==> src/rtl/load_store_unit.sv <==
// Data-memory initiator: byte/half/word loads and stores onto a word-addressed memory,
// with lane extraction, sign/zero extension, and read-modify-write for sub-word stores.
//
// state  | meaning
// IDLE   | ready for a request
// LOAD   | memory read in flight, lane captured at next edge
// RMW_RD | read old word for a sub-word store
// WRITE  | full word presented to memory, commits at next edge
// RESP   | response held until rsp_ready
module load_store_unit #(
  parameter int DEPTH = 1024
) (
  input  logic        clk,
  input  logic        reset,
  input  logic        req_valid,
  output logic        req_ready,
  input  logic        req_we,
  input  logic [1:0]  req_size,
  input  logic        req_unsigned,
  input  logic [31:0] req_addr,
  input  logic [31:0] req_wdata,
  output logic        rsp_valid,
  input  logic        rsp_ready,
  output logic [31:0] rsp_rdata,
  output logic        rsp_err,
  output logic        mem_rd,
  output logic        mem_wrt,
  output logic [31:0] mem_address,
  output logic [31:0] mem_write_data,
  input  logic [31:0] mem_read_data
);

  typedef enum logic [2:0] {IDLE, LOAD, RMW_RD, WRITE, RESP} state_t;

  state_t      state;
  logic [1:0]  size_q;
  logic [1:0]  off_q;
  logic        uns_q;
  logic [31:0] wdata_q;
  logic        misaligned;
  logic        out_of_range;

  function automatic logic [31:0] extract(input logic [31:0] word, input logic [1:0] size,
                                          input logic [1:0] off, input logic uns);
    logic [31:0] sh;
    sh = word >> {off, 3'b000};
    case (size)
      2'b00:   extract = {{24{sh[7] & ~uns}}, sh[7:0]};
      2'b01:   extract = {{16{sh[15] & ~uns}}, sh[15:0]};
      default: extract = word;
    endcase
  endfunction

  function automatic logic [31:0] merge(input logic [31:0] word, input logic [31:0] data,
                                        input logic [1:0] size, input logic [1:0] off);
    logic [31:0] mask;
    mask  = ((size == 2'b00) ? 32'h0000_00FF : 32'h0000_FFFF) << {off, 3'b000};
    merge = (word & ~mask) | ((data << {off, 3'b000}) & mask);
  endfunction

  // Held low throughout reset so nothing is accepted until release.
  assign req_ready = (state == IDLE) && reset;

  assign misaligned = (req_size == 2'b11) ||
                      (req_size == 2'b01 && req_addr[0]) ||
                      (req_size == 2'b10 && req_addr[1:0] != 2'b00);
  assign out_of_range = {2'b00, req_addr[31:2]} >= 32'(DEPTH);

  always_ff @(posedge clk or negedge reset) begin
    if (!reset) begin
      state          <= IDLE;
      size_q         <= 2'b00;
      off_q          <= 2'b00;
      uns_q          <= 1'b0;
      wdata_q        <= 32'h0;
      rsp_valid      <= 1'b0;
      rsp_err        <= 1'b0;
      rsp_rdata      <= 32'h0;
      mem_rd         <= 1'b0;
      mem_wrt        <= 1'b0;
      mem_address    <= 32'h0;
      mem_write_data <= 32'h0;
    end else begin
      case (state)
        IDLE: begin
          if (req_valid) begin
            size_q    <= req_size;
            off_q     <= req_addr[1:0];
            uns_q     <= req_unsigned;
            wdata_q   <= req_wdata;
            rsp_rdata <= 32'h0;
            rsp_err   <= 1'b0;
            if (misaligned || out_of_range) begin
              rsp_err   <= 1'b1;
              rsp_valid <= 1'b1;
              state     <= RESP;
            end else begin
              mem_address <= {2'b00, req_addr[31:2]};
              if (!req_we) begin
                mem_rd <= 1'b1;
                state  <= LOAD;
              end else if (req_size == 2'b10) begin
                mem_wrt        <= 1'b1;
                mem_write_data <= req_wdata;
                state          <= WRITE;
              end else begin
                mem_rd <= 1'b1;
                state  <= RMW_RD;
              end
            end
          end
        end
        LOAD: begin
          rsp_rdata <= extract(mem_read_data, size_q, off_q, uns_q);
          mem_rd    <= 1'b0;
          rsp_valid <= 1'b1;
          state     <= RESP;
        end
        RMW_RD: begin
          mem_write_data <= merge(mem_read_data, wdata_q, size_q, off_q);
          mem_rd         <= 1'b0;
          mem_wrt        <= 1'b1;
          state          <= WRITE;
        end
        WRITE: begin
          mem_wrt   <= 1'b0;
          rsp_valid <= 1'b1;
          state     <= RESP;
        end
        RESP: begin
          if (rsp_ready) begin
            rsp_valid <= 1'b0;
            state     <= IDLE;
          end
        end
        default: state <= IDLE;
      endcase
    end
  end

endmodule

==> config.mk <==
export PLATFORM = sky130hd
export DESIGN_NAME = load_store_unit
export DESIGN_NICKNAME = d
export VERILOG_FILES = /design/src/rtl/load_store_unit.sv
export SDC_FILE = /design/constraint.sdc
export NUM_CORES = 1
export LEC_CHECK = 0
export ABC_CLOCK_PERIOD_IN_PS = 2500
export BUFFER_PORTS_ARGS = -buffer_cell sky130_fd_sc_hd__buf_2
export CAP_MARGIN = 20
export CORE_MARGIN = 2
export CORE_UTILIZATION = 51
export CTS_BUF_LIST = sky130_fd_sc_hd__clkbuf_16
export CTS_CLUSTER_DIAMETER = 80
export DETAILED_ROUTE_END_ITERATION = 10
export GPL_ROUTABILITY_DRIVEN = 0
export PLACE_DENSITY_LB_ADDON = 0.2
export SLEW_MARGIN = 20
export SYNTH_ARGS = -nofsm -noshare
export SYNTH_HDL_FRONTEND = slang
export SYNTH_SLANG_ARGS = --single-unit
==> constraint.sdc <==
create_clock -name clk -period 2.5 [get_ports clk]
set_input_delay 0.75 -clock clk [delete_from_list [all_inputs] [get_ports clk]]
set_output_delay 0.75 -clock clk [all_outputs]
set_load 0.1 [all_outputs]
Word-level counts from Yosys, hierarchy flattened. Index checks and enable logic that the tools add are counted.

Magnitude comparators: 1. Eq/ne operators: 15. Shifts and indexed selects: 3. Multiplexer cells: 30. Bitwise gates (word level): 8. Reduce and logical (&&, ||, !) cells: 24.

Operator list (number): $pmux W32 S2 (3); $mux W32 (5); $and A32 B32 Y32 (2); $not A32 Y32 (1); $or A32 B32 Y32 (1); $shl A16 B5 Y32 (1); $shl A32 B5 Y32 (1); $shr A32 B5 Y16 (1); $ge A30 B11 Y1 const B (1); $mux W16 (1); $mux W1 (13); $pmux W3 S4 (1); $reduce_and A5 Y1 (2); $mux W3 (3); $ne A2 B2 Y1 const B (4); $reduce_and A4 Y1 (2); $reduce_bool A2 Y1 (4); $eq A3 B2 Y1 const B (2); $pmux W1 S3 (2); $reduce_and A2 Y1 (3); $reduce_bool A3 Y1 (2); $eq A2 B1 Y1 const B (2); $eq A2 B2 Y1 const B (2); $ne A2 B1 Y1 const B (2); other kinds (13) (20).

Register bits: 138. Bits of input ports: 104. Output and inout bits: 101. Logic and storage cells: 93.

Logic depth before layout (Yosys ltp). Gate-level depths: netlist (run 1).

Word-level depth: 8. Gate-level depth with buffers: 7. Gate-level depth less buffers: 4.

Worst setup path after synthesis (run 1). OpenSTA, ideal clock, no wires.

Path type: register to output. From: register state[2]. To: output port req_ready. Data arrival time: 2.206 ns. Required time: 1.750 ns. Setup slack: -0.456 ns. Cell stages (with the launch flop): 4. Path buffers: 1. Path through: dfrtp_1 buf_2 or3_1 nor2_1.

Longest elaborated chain between the ends: 2.

RTL lines: from (decl) (line 35) `state_t state;`; from (signal assigned) (line 71) `state <= IDLE;`; from (signal assigned) (line 96) `state <= RESP;`; from (signal assigned) (line 101) `state <= LOAD;`; $logic_not A3 Y1 (line 62) `assign req_ready = (state == IDLE) && reset;`; $logic_and A1 B1 Y1 (line 62); to (decl) (line 16) `output logic req_ready,`.

Every way passes these cells.

Final worst setup path (run 1). Same ends and word-level chain as after synthesis.

==> results of run 1 <==
state kept, by name (all words and copies together) (netlist names):
name / count
rsp_rdata: 32
rsp_valid: 1
mem_write_data: 32
mem_rd: 1
mem_address: 30
rsp_err: 1
uns_q: 1
state: 3
size_q: 2
off_q: 2
mem_wrt: 1
wdata_q: 16
per-stage QoR:
step / area (µm²) / hold slack [ns] / setup slack, ns / power, mW / cells
3_5_place_dp: 7610 / 0.471 / 0.0302 / 3.82 / 983
5_1_grt: 8220 / 0.478 / 0.0435 / 6.54 / 1016
2_1_floorplan: 6440 / 0.454 / 0.280 / 3.37 / 653
4_1_cts: 8210 / 0.488 / 0.0317 / 6.31 / 1015
6_report: 8220 / 0.414 / 0.0807 / 6.33 / 1016
3_3_place_gp: 7610 / 0.463 / 0.161 / 3.79 / 983
Yosys cell counts, types with 5 or more instances:
cell type / count / area [µm²]
buf_6: 5 / 56.3
mux2_2: 11 / 124
mux2i_1: 23 / 230
o21ai_0: 20 / 100
and3_1: 10 / 62.6
clkbuf_1: 44 / 165
nor3_1: 12 / 60.1
o31ai_1: 8 / 60.1
a311oi_1: 8 / 70.1
a31oi_1: 36 / 225
a2bb2oi_1: 7 / 61.3
nor2b_1: 24 / 150
buf_2: 12 / 60.1
o2bb2ai_1: 7 / 61.3
nand2b_1: 27 / 169
nor2_1: 27 / 101
a211oi_1: 8 / 60.1
a221oi_1: 8 / 70.1
dfrtp_1: 122 / 3050
nand2_1: 82 / 308
and2_1: 8 / 50.1
o22ai_1: 7 / 43.8
o211ai_1: 8 / 60.1
inv_1: 14 / 52.6
a221o_1: 17 / 170
o32a_1: 8 / 80.1
a32o_1: 8 / 80.1
a21oi_1: 13 / 65.1
nor4_1: 13 / 81.3
a41oi_1: 25 / 219
kinds of logic (layout without fill, tap and decap cells):
| group | Yosys count | after routing | share of synthesized area |
|---|---|---|---|
| compound gates | 201 | 201 | 0.242 |
| buf+inv | 83 | 273 | 0.0590 |
| flops | 122 | 122 | 0.475 |
| mux | 35 | 35 | 0.0586 |
| other cells | 1 | 3 | 0.000583 |
| simple gates | 210 | 210 | 0.165 |
how the worst max path moves through the flow:
| stage | to | slack, ns | cells after the start |
|---|---|---|---|
| 4_1_cts | req_ready | 0.03 | 3 |
| 5_1_grt | req_ready | 0.04 | 3 |
| 3_3_place_gp | rsp_rdata[19] | 0.16 | 5 |
| 6_report | req_ready | 0.08 | 3 |
| 3_5_place_dp | rsp_rdata[31] | 0.03 | 5 |
| 2_1_floorplan | req_ready | 0.28 | 3 |
metal layers:
metal	GRT usage	vias up	share of wire
met5	0	-	0
met4	0.120	0	0.026
met3	0.0669	45	0.080
met2	0.467	306	0.48
met1	0.412	3010	0.42
li1	-	2802	-
power by group through the flow:
stage	Sequential, mW	Clock [mW]	Combinational, mW
after global placement	2.26	0	1.53
final	2.25	2.51	1.57
after detailed placement	2.27	0	1.55
after floorplan	2.61	0	0.759
after CTS	2.24	2.52	1.56
after global routing	2.26	2.61	1.67
layout make-up:
cell class,count,area [µm²]
multi-input combinational,448,3030
inverter,15,56.3
sequential,122,3060
clock buffer,17,425
clock inverter,15,176
antenna,1,2.50
tap,172,215
fill,1041,4250
timing repair buffer,226,1260
critical path: cells and delay by family (launching register included):
kind | cells | cell delay, ns
buffers and inverters | 1 | 0.18
DFF | 1 | 0.50
and+or+nand+nor | 2 | 0.56
==> results.ini, run 1 <==
[critical_path]
regToRegStartpoint = off_q[0]
r2r_end = mem_write_data[23]
startpoint = state[2]
rr_worst_depth = 5
cp-end-kind = primary output
max_stage_delay_ns = 0.50
path_max_fanout = 14
critPathRequiredTime_ns = 1.75
slowest_stage = dfrtp_2
rrSetupSlack_ns = 0.32
arrival_ns = 1.67
cp_cell_sequence = or3_4 > nor2_4 > buf_12
worstSetupPathType = reg2out
setup.worst_path.start_class = flip-flop

[flow_run]
cap_viol_max_count = 0

[layout]
drive_gt1_frac = 0.335
synthToLayoutAreaGrowth_pct = 27.9
final_cell_mix = 200 x buf_2, 119 x dfrtp_1, 82 x nand2_1
num-nets-final = 934
utilization = 0.659
final_common_cell = buf_2

[sta]
fin_crit_sh = 0.968
fmax_mhz = 413
final.setup.tns_ns = 0
grt_setup_unrepaired = false
relSlewSlack = 0.363
finalHoldViolCount = 0
slew_violations = 0
fin_crit_ns = 2.42
skew_ns = 0.0131
tightest_slew_ns = 0.956
setup_viol = 0

[drt]
via_count = 6163
drt-wirelength-per-cell_um = 19.8
viasPerCell = 6.07
final_antenna_net_count = 0
drt_iter0_markers = 838
drt_first_pass_iters = 8
drc = 0
drt-total-wl_um = 20100

[pwr]
power_switching_share = 0.349
vdd_ir_drop_max_v = 0.000480
power_frac_seq = 0.355
internal_power_mw = 4.13
p_leak_nw = 4.25
pwr-share-clk = 0.397
power_density_nw_per_um2 = 770
p_sw_mw = 2.21
pwr-share-comb = 0.248

[global_route]
gr-total-overflow = 0
grt_pass1_vias = 5801
grtUsageTotal = 0.300
grt_pass1_wl_um = 30700
antenna_found_initial = 1
grt_max_degree = 123

[clock_network]
h-tree-depth = 4
cts.sinks = 122
post_cts_resized = 2
root_buffer = clkbuf_16
ctsHoldBuffers = 0
post_cts_buffers = 0
cts_buffers = 17
clk_pin_slew_ns = 0.06
clk_latency_ns = 0.44
cts_buffer_depth = 2
tritoncts = yes

[placement]
dp_hpwl_um = 14000
port_buffers = 202

[synthesis]
ys_async_sr_fraction = 1.00
syn-cell-area_um2 = 6430
synth_edf_count = 0
syn_area_per_cell_um2 = 9.86
syn_inst = 652
yosysUniqueCellTypes = 53
synthFlopType = dfrtp_1
ys_seq_area_frac = 0.475
ys_ff_latch = 122
yosysWarnings = 0

[min_path]
min_path_type = in2async

[die]
core_area_um2 = 12500
ios = 205
initial_core_util = 0.516
fp.dieH_um = 116
die_w_um = 116
fp-row-count = 41
die_area_um2 = 13500

[status]
status = finished clean

Power figures use the tool's default switching activity.
==> run 2, diff against run 1 <==
--- a/config.mk
+++ b/config.mk
@@ -5,11 +5,11 @@
 export SDC_FILE = /design/constraint.sdc
 export NUM_CORES = 1
 export LEC_CHECK = 0
-export ABC_CLOCK_PERIOD_IN_PS = 2500
+export ABC_CLOCK_PERIOD_IN_PS = 2000
 export BUFFER_PORTS_ARGS = -buffer_cell sky130_fd_sc_hd__buf_2
 export CAP_MARGIN = 20
 export CORE_MARGIN = 2
-export CORE_UTILIZATION = 51
+export CORE_UTILIZATION = 46
 export CTS_BUF_LIST = sky130_fd_sc_hd__clkbuf_16
 export CTS_CLUSTER_DIAMETER = 80
 export DETAILED_ROUTE_END_ITERATION = 10
==> constraint.sdc (replaced) <==
create_clock -name clk -period 2 [get_ports clk]
set_input_delay 0.6 -clock clk [delete_from_list [all_inputs] [get_ports clk]]
set_output_delay 0.6 -clock clk [all_outputs]
set_load 0.1 [all_outputs]
==> results.ini, run 2 (same netlist as run 1, synthesis figures left out) <==
[sta]
finalHoldViolCount = 0  ; unchanged
relSlewSlack = 0.514  ; +0.151
slew_violations = 0  ; unchanged
fin_crit_sh = 1.10
worst_slack_ns = -0.208  ; -0.289 ns
grt_setup_unrepaired = true
fmax_mhz = 453
final.setup.tns_ns = -2.39  ; -2.39 ns
tightest_slew_ns = 0.729  ; -0.227 ns
fin_crit_ns = 2.21
skew_ns = 0.00676  ; -0.00632 ns
setup_viol = 34  ; +34

[placement]
dpl_cell_area_um2 = 7930  ; +4.2%
port_buffers = 202  ; unchanged
dp_cells = 1023  ; +4.1%
dp_hpwl_um = 14900  ; +6.8%

[clock_network]
tritoncts = yes
clk_latency_ns = 0.42  ; -0.02 ns
cts_buffer_depth = 2  ; unchanged
cts_buffers = 17  ; unchanged
clk_pin_slew_ns = 0.06  ; about the same
ctsHoldBuffers = 0  ; unchanged
root_buffer = clkbuf_16
h-tree-depth = 4  ; unchanged
cts.sinks = 122  ; unchanged

[die]
ios = 205  ; unchanged
fp.dieH_um = 122  ; +5.1%
die_w_um = 122  ; +5.1%
die_area_um2 = 14900  ; +10%
initial_core_util = 0.467  ; -0.0489
fp-row-count = 43  ; +4.9%
core_area_um2 = 13800  ; +10%

[drt]
viasPerCell = 5.97  ; -1.5%
via_count = 6398  ; +3.8%
drt-total-wl_um = 21500  ; +7.2%
final_antenna_net_count = 0  ; unchanged
drc = 0  ; unchanged
drt_iter0_markers = 591  ; -29%
drt_first_pass_iters = 5  ; -3
drt-wirelength-per-cell_um = 20.1  ; +1.7%

[pwr]
power_density_nw_per_um2 = 895  ; +16%
p_leak_nw = 4.56  ; +7.2%
power_mw = 8.04  ; +27%
vdd_ir_drop_max_v = 0.000638  ; +33%

[critical_path]
critPathRequiredTime_ns = 1.40  ; -0.35 ns
arrival_ns = 1.61  ; -0.06 ns
path_max_fanout = 2  ; -12
rrSetupSlack_ns = -0.12  ; -0.44 ns
regToRegStartpoint = state[0]
r2r_end = mem_write_data[25]
cp-end-kind = primary output
rr_worst_depth = 9  ; +4
startpoint = state[0]
worstSetupPathType = reg2out
setup.worst_path.start_class = flip-flop
setup.worst_path.end = req_ready

[global_route]
grt_max_degree = 123  ; unchanged
grt_pass1_vias = 6079  ; +4.8%
gr-total-overflow = 0  ; unchanged
antenna_found_initial = 0  ; -1
grtUsageTotal = 0.281  ; -0.0189
grt_pass1_wl_um = 32200  ; +4.8%

[layout]
num-nets-final = 981  ; +5.0%
num-fill-cells = 1152  ; +11%
final_area_um2 = 8970  ; +9.2%
final_cell_mix = 200 x buf_2, 120 x dfrtp_1, 82 x nand2_1
largestRegisters = mem_write_data x32, rsp_rdata x32, mem_address x30
final_common_cell = buf_2
synthToLayoutAreaGrowth_pct = 39.6
final_cell_count_no_fill = 1071  ; +5.4%
utilization = 0.652  ; -0.00791
drive_gt1_frac = 0.401  ; +0.0666

[status]
status = complete, but fails checks
failed_checks = setup timing

[flow_run]
cap_viol_max_count = 0  ; unchanged

[min_path]
min_path_type = in2async

[run 2: cell count changes in the layout (fill, tap and decap cells not counted), sizes merged]
cell | previous run | this run
buf | 226 | 270
clkbuf | 17 | 20
clkinv | 6 | 7
inv | 18 | 17
[run 2: worst min path at each step]
stage,from,to,slack [ns],cells after the start
3_3_place_gp,rsp_rdata[9],rsp_rdata[9],0.47,2
5_1_grt,reset,mem_write_data[20],0.33,2
6_report,reset,mem_write_data[20],0.25,2
4_1_cts,reset,mem_write_data[20],0.35,2
2_1_floorplan,reset,mem_address[0],0.30,0
3_5_place_dp,rsp_rdata[9],rsp_rdata[9],0.47,2
[run 2: critical path, cell delays in order (launching register included)]
cell     delay [ns]
dfrtp_1        0.40
buf_6          0.12
or3_4          0.38
nor2_4         0.11
buf_12         0.18
[run 2: cell type report]
class | count | area [µm²] | area share
Sequential cell | 122 | 3060 | 0.340
Antenna cell | 1 | 2.50 | 0.000279
Clock inverter | 15 | 160 | 0.0178
Inverter | 15 | 56.3 | 0.00627
Clock buffer | 17 | 425 | 0.0474
Multi-Input combinational cell | 448 | 3250 | 0.362
Timing Repair Buffer | 273 | 1800 | 0.201
Tap cell | 180 | 225 | 0.0251
[run 2: report_power, final]
part           internal, mW  leakage [nW]  total [mW]  switching, mW
clock                  1.93         0.286        3.06           1.13
combinational         0.699          2.64        2.18           1.48
sequential             2.63          1.63        2.80          0.167
[run 2: metrics by stage]
| stage | hold WS [ns] | worst slack (ns) |
|---|---|---|
| 4_1_cts | 0.354 | -0.207 |
| 3_3_place_gp | 0.465 | -0.129 |
| 2_1_floorplan | 0.304 | -0.0244 |
| 5_1_grt | 0.334 | -0.240 |
| 3_5_place_dp | 0.469 | -0.183 |
| 6_report | 0.250 | -0.208 |
[run 2: timing repair]
item,CTS,global route
setup buffers,5,6
resized for setup,7,37
endpoints found under the setup margin,17,30
gates cloned,0,5
pin swaps,4,17
[run 2: metal layers]
metal / up-vias / wire length (µm) / global-route usage
met5: - / 0 / 0
met4: 0 / 476 / 0.103
met3: 35 / 1580 / 0.0655
met2: 291 / 10300 / 0.432
met1: 3178 / 9180 / 0.388
li1: 2894 / - / -
